[src/rtl/aes_spi_master.sv]
// Host-side sequencer for the AES SPI slave: shifts plaintext then key out
// on SIMO, holds mode through the AES latency, then collects the ciphertext.
module aes_spi_master #(
  parameter int RESULT_WAIT = 64
) (
  input  logic         clk,
  input  logic         reset,
  input  logic         start,
  input  logic [127:0] msg_in,
  input  logic [255:0] key_in,
  input  logic [1:0]   size_in,
  output logic         busy,
  output logic         done,
  output logic         err,
  output logic [127:0] result,
  output logic         SIMO,
  output logic         CSS,
  output logic         mode,
  output logic [1:0]   size,
  input  logic         SOMI
);

  typedef enum logic [2:0] {
    IDLE, MSG, KEY, WAIT, READ, DONE
  } state_t;

  localparam logic [8:0] WLAST = 9'(RESULT_WAIT - 1);

  state_t       state_q;
  logic [8:0]   cnt_q;
  logic [127:0] msg_q;
  logic [255:0] key_q;
  logic [127:0] shadow_q;
  logic [127:0] result_q;
  logic [1:0]   size_q;
  logic         busy_q;
  logic         done_q;
  logic         err_q;
  logic         simo_q;
  logic         css_q;
  logic         mode_q;
  logic [8:0]   klast_d;

  // Key length always comes from the latched size, never the live input
  always_comb begin
    klast_d = 9'd127;
    unique case (1'b1)
      size_q == 2'b01: klast_d = 9'd191;
      size_q == 2'b10: klast_d = 9'd255;
      default:         klast_d = 9'd127;
    endcase
  end

  always_ff @(posedge clk or negedge reset) begin
    if (!reset) begin
      state_q  <= IDLE;
      cnt_q    <= '0;
      msg_q    <= '0;
      key_q    <= '0;
      shadow_q <= '0;
      result_q <= '0;
      size_q   <= '0;
      busy_q   <= 1'b0;
      done_q   <= 1'b0;
      err_q    <= 1'b0;
      simo_q   <= 1'b0;
      css_q    <= 1'b1;
      mode_q   <= 1'b0;
    end else begin
      done_q <= 1'b0;
      err_q  <= 1'b0;
      unique case (state_q)
        IDLE: begin
          if (start) begin
            if (size_in == 2'b11) begin
              err_q <= 1'b1;
            end else begin
              state_q <= MSG;
              cnt_q   <= '0;
              busy_q  <= 1'b1;
              css_q   <= 1'b0;
              size_q  <= size_in;
              simo_q  <= msg_in[0];
              msg_q   <= msg_in >> 1;
              key_q   <= key_in;
            end
          end
        end
        MSG: begin
          if (cnt_q == 9'd127) begin
            state_q <= KEY;
            cnt_q   <= '0;
            simo_q  <= key_q[0];
            key_q   <= key_q >> 1;
          end else begin
            cnt_q  <= cnt_q + 9'd1;
            simo_q <= msg_q[0];
            msg_q  <= msg_q >> 1;
          end
        end
        KEY: begin
          if (cnt_q == klast_d) begin
            state_q <= WAIT;
            cnt_q   <= '0;
            simo_q  <= 1'b0;
            mode_q  <= 1'b1;
          end else begin
            cnt_q  <= cnt_q + 9'd1;
            simo_q <= key_q[0];
            key_q  <= key_q >> 1;
          end
        end
        WAIT: begin
          if (cnt_q == WLAST) begin
            state_q <= READ;
            cnt_q   <= '0;
          end else begin
            cnt_q <= cnt_q + 9'd1;
          end
        end
        READ: begin
          // First sample ends up in bit 0 after 128 right shifts
          shadow_q <= {SOMI, shadow_q[127:1]};
          if (cnt_q == 9'd127) begin
            state_q  <= DONE;
            cnt_q    <= '0;
            result_q <= {SOMI, shadow_q[127:1]};
            done_q   <= 1'b1;
            busy_q   <= 1'b0;
            css_q    <= 1'b1;
            mode_q   <= 1'b0;
          end else begin
            cnt_q <= cnt_q + 9'd1;
          end
        end
        DONE: state_q <= IDLE;
        default: state_q <= IDLE;
      endcase
    end
  end

  assign busy   = busy_q;
  assign done   = done_q;
  assign err    = err_q;
  assign result = result_q;
  assign SIMO   = simo_q;
  assign CSS    = css_q;
  assign mode   = mode_q;
  assign size   = size_q;

endmodule

[config.mk]
export PLATFORM = sky130hd
export DESIGN_NAME = aes_spi_master
export DESIGN_NICKNAME = d
export VERILOG_FILES = /design/src/rtl/aes_spi_master.sv
export SDC_FILE = /design/constraint.sdc
export NUM_CORES = 1
export LEC_CHECK = 0
export ABC_AREA = 1
export ABC_CLOCK_PERIOD_IN_PS = 2140
export BUFFER_PORTS_ARGS = -buffer_cell sky130_fd_sc_hd__clkbuf_2
export CELL_PAD_IN_SITES_DETAIL_PLACEMENT = 1
export CELL_PAD_IN_SITES_GLOBAL_PLACEMENT = 1
export CORE_ASPECT_RATIO = 0.75
export CORE_UTILIZATION = 38
export CTS_CLUSTER_SIZE = 40
export DETAILED_ROUTE_END_ITERATION = 10
export GPL_TIMING_DRIVEN = 0
export PLACE_DENSITY = 0.76
export SYNTH_ARGS = -nofsm -noshare
export SYNTH_HDL_FRONTEND = slang
export SYNTH_SLANG_ARGS = --single-unit
[constraint.sdc]
create_clock -name clk -period 2.14 [get_ports clk]
set_input_delay 0.428 -clock clk [delete_from_list [all_inputs] [get_ports clk]]
set_output_delay 0.428 -clock clk [all_outputs]
set_load 0.005 [all_outputs]
==> summary.txt, run 1 <==
Die
  – Num rows: 87
  – Die Span X: 320 um
  – Initial Util: 38.4%
  – Core area: 75200 um2
  – I/O Pins: 526
  – Die H: 241 um
  – Die ar.: 77200 um2

Final layout
  – Layout cells sized above 1: 21.6%
  – Post-layout util: 48.2%
  – Layout net count: 4482
  – Finished Cell Area: 36300 um2
  – Area Overhead vs Synth: 25.5%

Timing
  – Final setup vio count: 0
  – Worst clock skew: 0.0207 ns
  – FMAX: 0.468 GHz
  – Fin crit period: 2.14 ns
  – Rel. slew slack: 47.9%
  – Slew Limit Fails: 0
  – Final setup margin: 0.00425 ns
  – Final Hold Viols: 0
  – Fin Setup TNS: 0 ns
  – Tightest Pin Transition: 0.776 ns
  – Final period util: 99.8%
  – RSZ-0062 raised after global routing: true

Synthesis
  – Top FF cell, synth: dfrtp_1
  – Synth Cell Area: 28900 um2
  – Net Count, Synth: 3851
  – Synth Register Bits: 658
  – Syn Area/Cell: 8.36 um2
  – Synth cell types: 29
  – Cells after Synth: 3459
  – Number of flops mapped to enable cells by yosys: 0
  – Synth Warn #: 0
  – Asr flop ratio synth: 100%
  – Register area share after synthesis: 57.0%

Global route
  – Antenna violations before repair: 14
  – Gr usage total: 24.0%
  – GRT overflow: 0
  – First-pass GRT wire length: 148000 um
  – Largest net degree at the start of global routing: 111
  – Vias in the first global route: 26387

Critical path
  – Crit path arrival time: 2.61 ns
  – Required @ worst endpoint: 2.62 ns
  – CP max FO: 10
  – Worst R2R Path Depth: 9
  – Critical path type: reg2reg
  – Startpoint Class: register
  – Critical path endpoint category: register

Clock tree
  – CTS tree: yes
  – Clock slew at reported path FFs: 0.06 ns
  – H-tree Lvls: 3
  – Skew-Pair Late Insertion Delay: 0.62 ns
  – Clock buffer count from CTS: 70
  – Root Driver: clkbuf_16
  – Deepest clock path buffer count: 3
  – Total clock sinks: 658

Drt
  – Routed via count: 25416
  – First-pass DRT Iterations: 5
  – Vias per cell: 4.92
  – Total wire length: 93000 um
  – Drt drc: 0
  – Routed len/inst: 18.0 um
  – 1st-iter DRT viols: 1330
  – Final ANT Viol Nets: 0

Power and ir drop
  – Power, Total: 0.0546 W
  – Static leakage: 18.2 nW
  – Peak VDD IR: 0.000729 V
  – PwrDens: 1500 nW/um2

Place
  – Number of port buffers: 525
  – Dpl hpwl: 66100 um
  – Worst slack, placed: -0.805 ns
  – Placer Congestion: 0.834
  – Placed cell areas: 33000 um2

Min path
  – Hold Path Stages: 3
  – Worst min path class: in2reg

Run
  – Max_cap viols: 0

Outcome
  – Outcome: complete, no violations
## synthesized netlist by cell type (2+ instances only)
cell	instances	area (um2)
o21a_1	2	15.0
inv_1	513	1930
buf_4	4	30.0
o21ai_0	575	2880
o211ai_1	124	931
nand3_1	22	110
buf_1	16	60.1
nand4_1	8	50.1
a21oi_1	257	1290
dfrtp_1	657	16400
nand2_2	2	12.5
o21ai_1	56	280
nor2_4	2	22.5
buf_6	8	90.1
xor2_1	3	26.3
nand3_2	4	40.0
ha_1	2	25.0
nor3_1	3	15.0
clkbuf_1	101	379
inv_2	6	22.5
nand2_1	723	2710
nor2_1	271	1020
buf_2	94	470
## state kept, by name (all words and copies together), names as in the netlist
signal,flops
shadow_q,127
key_q,256
err,1
done,1
state_q,3
cnt_q,9
mode,1
size,2
SIMO,1
busy,1
result,128
CSS,1
msg_q,127
## stage by stage
stage          hold slack (ns)  cells
6_report                0.0537   5171
5_1_grt                 0.0394   5166
4_1_cts                 0.0102   5158
3_5_place_dp             0.448   5013
3_3_place_gp             0.456   5007
2_1_floorplan            0.132   3459
## placed cells by master (no fill, tap or decap), types with 3 or more instances in the layout
cell type and count:
buf_12 4, xor2_1 3, o21ai_1 72, nor3_1 3, clkinv_2 8, buf_4 40
clkbuf_16 73, diode_2 8, o211ai_1 124, bufinv_16 3, nor2_4 5, clkbuf_8 21
clkbuf_2 567, a21oi_1 237, nand4_1 8, nor2_1 264, nor2_2 4, buf_6 23
nand2_4 3, nand2_1 719, inv_1 512, buf_1 7, buf_8 4, clkbuf_1 53
dfrtp_1 656, nand3_1 20, o21ai_0 558, inv_2 6, clkbuf_4 17, nand2_2 3
buf_2 63, buf_16 9, nand3_4 4, inv_6 4, a21oi_2 20
## cell type report
type	count	area (um2)
repair buffers	562	3220
fillers	9140	38900
diodes	8	20.0
clock inverters	19	239
well taps	1023	1280
flip-flops and latches	658	16500
clock buffers	103	2080
plain buffers	220	1350
multi-input cells	2059	9660
inverters	519	1950
## worst paths after layout
check | from | to | slack, ns
max reg2reg | state_q[0]$_DFFE_PN0P_ | key_q[239]$_DFFE_PN0P_ | 0.004
max | state_q[0]$_DFFE_PN0P_ | key_q[239]$_DFFE_PN0P_ | 0.004
min reg2reg | result[57]$_DFFE_PN0P_ | result[57]$_DFFE_PN0P_ | 0.47
max in group asynchronous | reset | result[18]$_DFFE_PN0P_ | 0.26
min in group asynchronous | reset | key_q[35]$_DFFE_PN0P_ | 0.53
min | start | err$_DFF_PN0_ | 0.05
## layer usage
metal	GRT usage [%]	wire length (um)	part of all wire, %
met3	5.40	4280	4.6
met5	0	105	0.11
met2	39.0	44000	47
met4	6.31	1940	2.1
met1	32.5	42600	46
## report_power, final
part	leakage (nW)	internal, W	switching, W
registers	8.20	0.0165	0.00112
clock network	1.14	0.00714	0.00529
logic	8.89	0.00861	0.0159
## critical path, cell delays in order, from the launching register on
cell,delay (ns)
dfrtp_2,0.48
nor2_1,0.11
nand2_1,0.12
inv_2,0.19
nand4_1,0.20
nand3_4,0.23
buf_4,0.15
buf_8,0.15
buf_2,0.24
a21oi_1,0.11
## timing repair
item | 4_1_cts | 5_1_grt
pin swaps | 8 | 4
hold buffers | 5 | 0
gates resized for setup | 128 | 141
setup endpoints to repair | 754 | 569
endpoints found under the hold margin | 58 | 0
buffers inserted | 17 | 5
cloned | 3 | 1
## cell families (layout without fill, tap and decap cells)
group           count (synthesis)  count (layout)  share of synthesized area, %
simple gates                 1036            1036                          13.8
flops                         658             658                          57.0
compound gates               1017            1017                          18.7
fa+ha+maj                       2               2                        0.0866
other cells                     0               8                             0
buf+inv                       742            1423                          10.3
xor+xnor                        4               4                         0.121
Note: power is estimated with default switching activity, not from simulation.
==> run 2, diff against run 1 <==
--- a/config.mk
+++ b/config.mk
@@ -8,7 +8,7 @@
 export ABC_AREA = 1
 export ABC_CLOCK_PERIOD_IN_PS = 2140
 export BUFFER_PORTS_ARGS = -buffer_cell sky130_fd_sc_hd__clkbuf_2
-export CELL_PAD_IN_SITES_DETAIL_PLACEMENT = 1
+export CELL_PAD_IN_SITES_DETAIL_PLACEMENT = 0
 export CELL_PAD_IN_SITES_GLOBAL_PLACEMENT = 1
 export CORE_ASPECT_RATIO = 0.75
 export CORE_UTILIZATION = 38
==> summary.txt, run 2 (synthesis results as in run 1) <==
Timing
  – RSZ-0062 raised after global routing: true
  – Final Hold Slack: 0.0603 ns
  – Rel. slew slack: 47.7%
  – FMAX: 0.480 GHz
  – Fin crit period: 2.08 ns
  – Fin Setup TNS: 0 ns
  – Worst clock skew: 0.0165 ns
  – Final period util: 97.3%
  – Final Hold Viols: 0
  – Tightest Pin Transition: 0.780 ns
  – Final setup vio count: 0
  – Slew Limit Fails: 0

Place
  – Placer Congestion: 0.834
  – Dpl hpwl: 60100 um
  – Number of port buffers: 525

Final layout
  – Reg with most FFs: key_q
  – Fill count: 7450
  – Layout net count: 4477
  – Area of the multi-input gates: 9590 um2
  – Max reg flops: 256
  – Most common cell after layout, fill and taps aside: nand2_1
  – Register area: 16500 um2
  – Area Overhead vs Synth: 25.3%
  – Layout cells sized above 1: 21.1%
  – Most frequent cells in the layout: 720 x nand2_1, 655 x dfrtp_1, 569 x clkbuf_2
  – Post-layout util: 48.2%

Critical path
  – Critical Path Sink: key_q[56]$_DFFE_PN0P_
  – Reg2reg start: cnt_q[0]$_DFFE_PN0P_
  – R2R Path End: key_q[56]$_DFFE_PN0P_
  – Startpoint Class: register
  – Critical path endpoint category: register
  – CP max FO: 10
  – Crit path arrival time: 2.56 ns
  – Critical path type: reg2reg
  – Required @ worst endpoint: 2.62 ns
  – Worst R2R Path Depth: 9
  – Origin of the worst setup path: cnt_q[0]$_DFFE_PN0P_
  – R2R Setup Slk: 0.06 ns

Clock tree
  – H-tree Lvls: 3
  – Root Driver: clkbuf_16
  – Skew-Pair Late Insertion Delay: 0.61 ns
  – Total clock sinks: 658
  – Clock buffer count from CTS: 70
  – Clock slew at reported path FFs: 0.06 ns
  – CTS tree: yes
  – Deepest clock path buffer count: 3

Power and ir drop
  – PwrDens: 1480 nW/um2
  – Power, Total: 0.0535 W
  – Peak VDD IR: 0.000706 V
  – Static leakage: 18.2 nW

Drt
  – First-pass DRT Iterations: 5
  – Drt drc: 0
  – Total wire length: 83800 um
  – 1st-iter DRT viols: 1706
  – Routed via count: 24480
  – Routed len/inst: 16.2 um
  – Vias per cell: 4.73
  – Final ANT Viol Nets: 0

Die
  – Num rows: 87
  – Die Span X: 320 um
  – Die ar.: 77200 um2
  – Initial Util: 38.4%
  – Core area: 75200 um2
  – Die H: 241 um
  – I/O Pins: 526

Min path
  – Worst min path class: in2reg

Global route
  – Antenna violations before repair: 25
  – Vias in the first global route: 23382
  – Gr usage total: 21.4%
  – First-pass GRT wire length: 131000 um
  – GRT overflow: 0
  – Largest net degree at the start of global routing: 111

Run
  – Max_cap viols: 0

Outcome
  – Outcome: complete, no violations
## run 2: worst min path at each step
stage | startpoint | endpoint | slack [ns] | cells past startpoint
5_1_grt | start | err$_DFF_PN0_ | 0.04 | 3
6_report | start | err$_DFF_PN0_ | 0.06 | 3
2_1_floorplan | reset | SIMO$_DFFE_PN0P_ | 0.13 | 0
3_5_place_dp | reset | key_q[222]$_DFFE_PN0P_ | 0.45 | 1
4_1_cts | start | err$_DFF_PN0_ | 0.005 | 3
3_3_place_gp | busy$_DFFE_PN0P_ | busy$_DFFE_PN0P_ | 0.46 | 2
## run 2: per-layer routing
metal  wire length (um)  global-route usage (%)  part of all wire, %  up-vias
met5                156                       0                 0.19        -
met4               1680                    5.87                  2.0       24
met3               4870                    5.69                  5.8      133
met2              37200                    31.8                   44      488
met1              39900                    30.6                   48    11571
li1                   -                       -                    -    12264
## run 2: what timing repair did
| action | CTS | global route |
|---|---|---|
| endpoints found under the setup margin | 750 | 641 |
| gates resized for setup | 85 | 193 |
| hold buffers | 5 | 0 |
| buffers inserted | 6 | 9 |
| pin swaps | 3 | 4 |
| gates cloned | 1 | 4 |
| hold endpoints to repair | 58 | 0 |
## run 2: final cells by class
class                   instances  share of cell area (%)
flip-flops and latches        658                    45.5
multi-input cells            2059                    26.5
repair buffers                556                    8.73
clock buffers                 101                    5.74
inverters                     519                    5.39
plain buffers                 221                    3.93
well taps                    1023                    3.53
clock inverters                23                   0.680
diodes                         12                  0.0829
## run 2: critical path, cell delays in order, from the launching register on
cell	delay (ns)
dfrtp_1	0.43
ha_4	0.19
nand3_4	0.11
nor2_4	0.20
nand4_1	0.21
nand3_4	0.14
buf_12	0.18
clkbuf_16	0.19
clkbuf_4	0.20
a21oi_1	0.10
## run 2: where the power goes
part	leakage (nW)	switching, W	total, W	internal [W]
Sequential	8.20	0.00105	0.0176	0.0165
Clock	1.15	0.00514	0.0124	0.00726
Combinational	8.89	0.0150	0.0236	0.00859
## run 2: stage by stage
step           std cells  instance area, um2  setup WS (ns)
3_3_place_gp        5007               32800         -15.70
2_1_floorplan       3459               28900          0.362
5_1_grt             5167               36200        -0.0347
3_5_place_dp        5013               33000         -0.798
4_1_cts             5147               35700        0.00106
6_report            5172               36200         0.0569
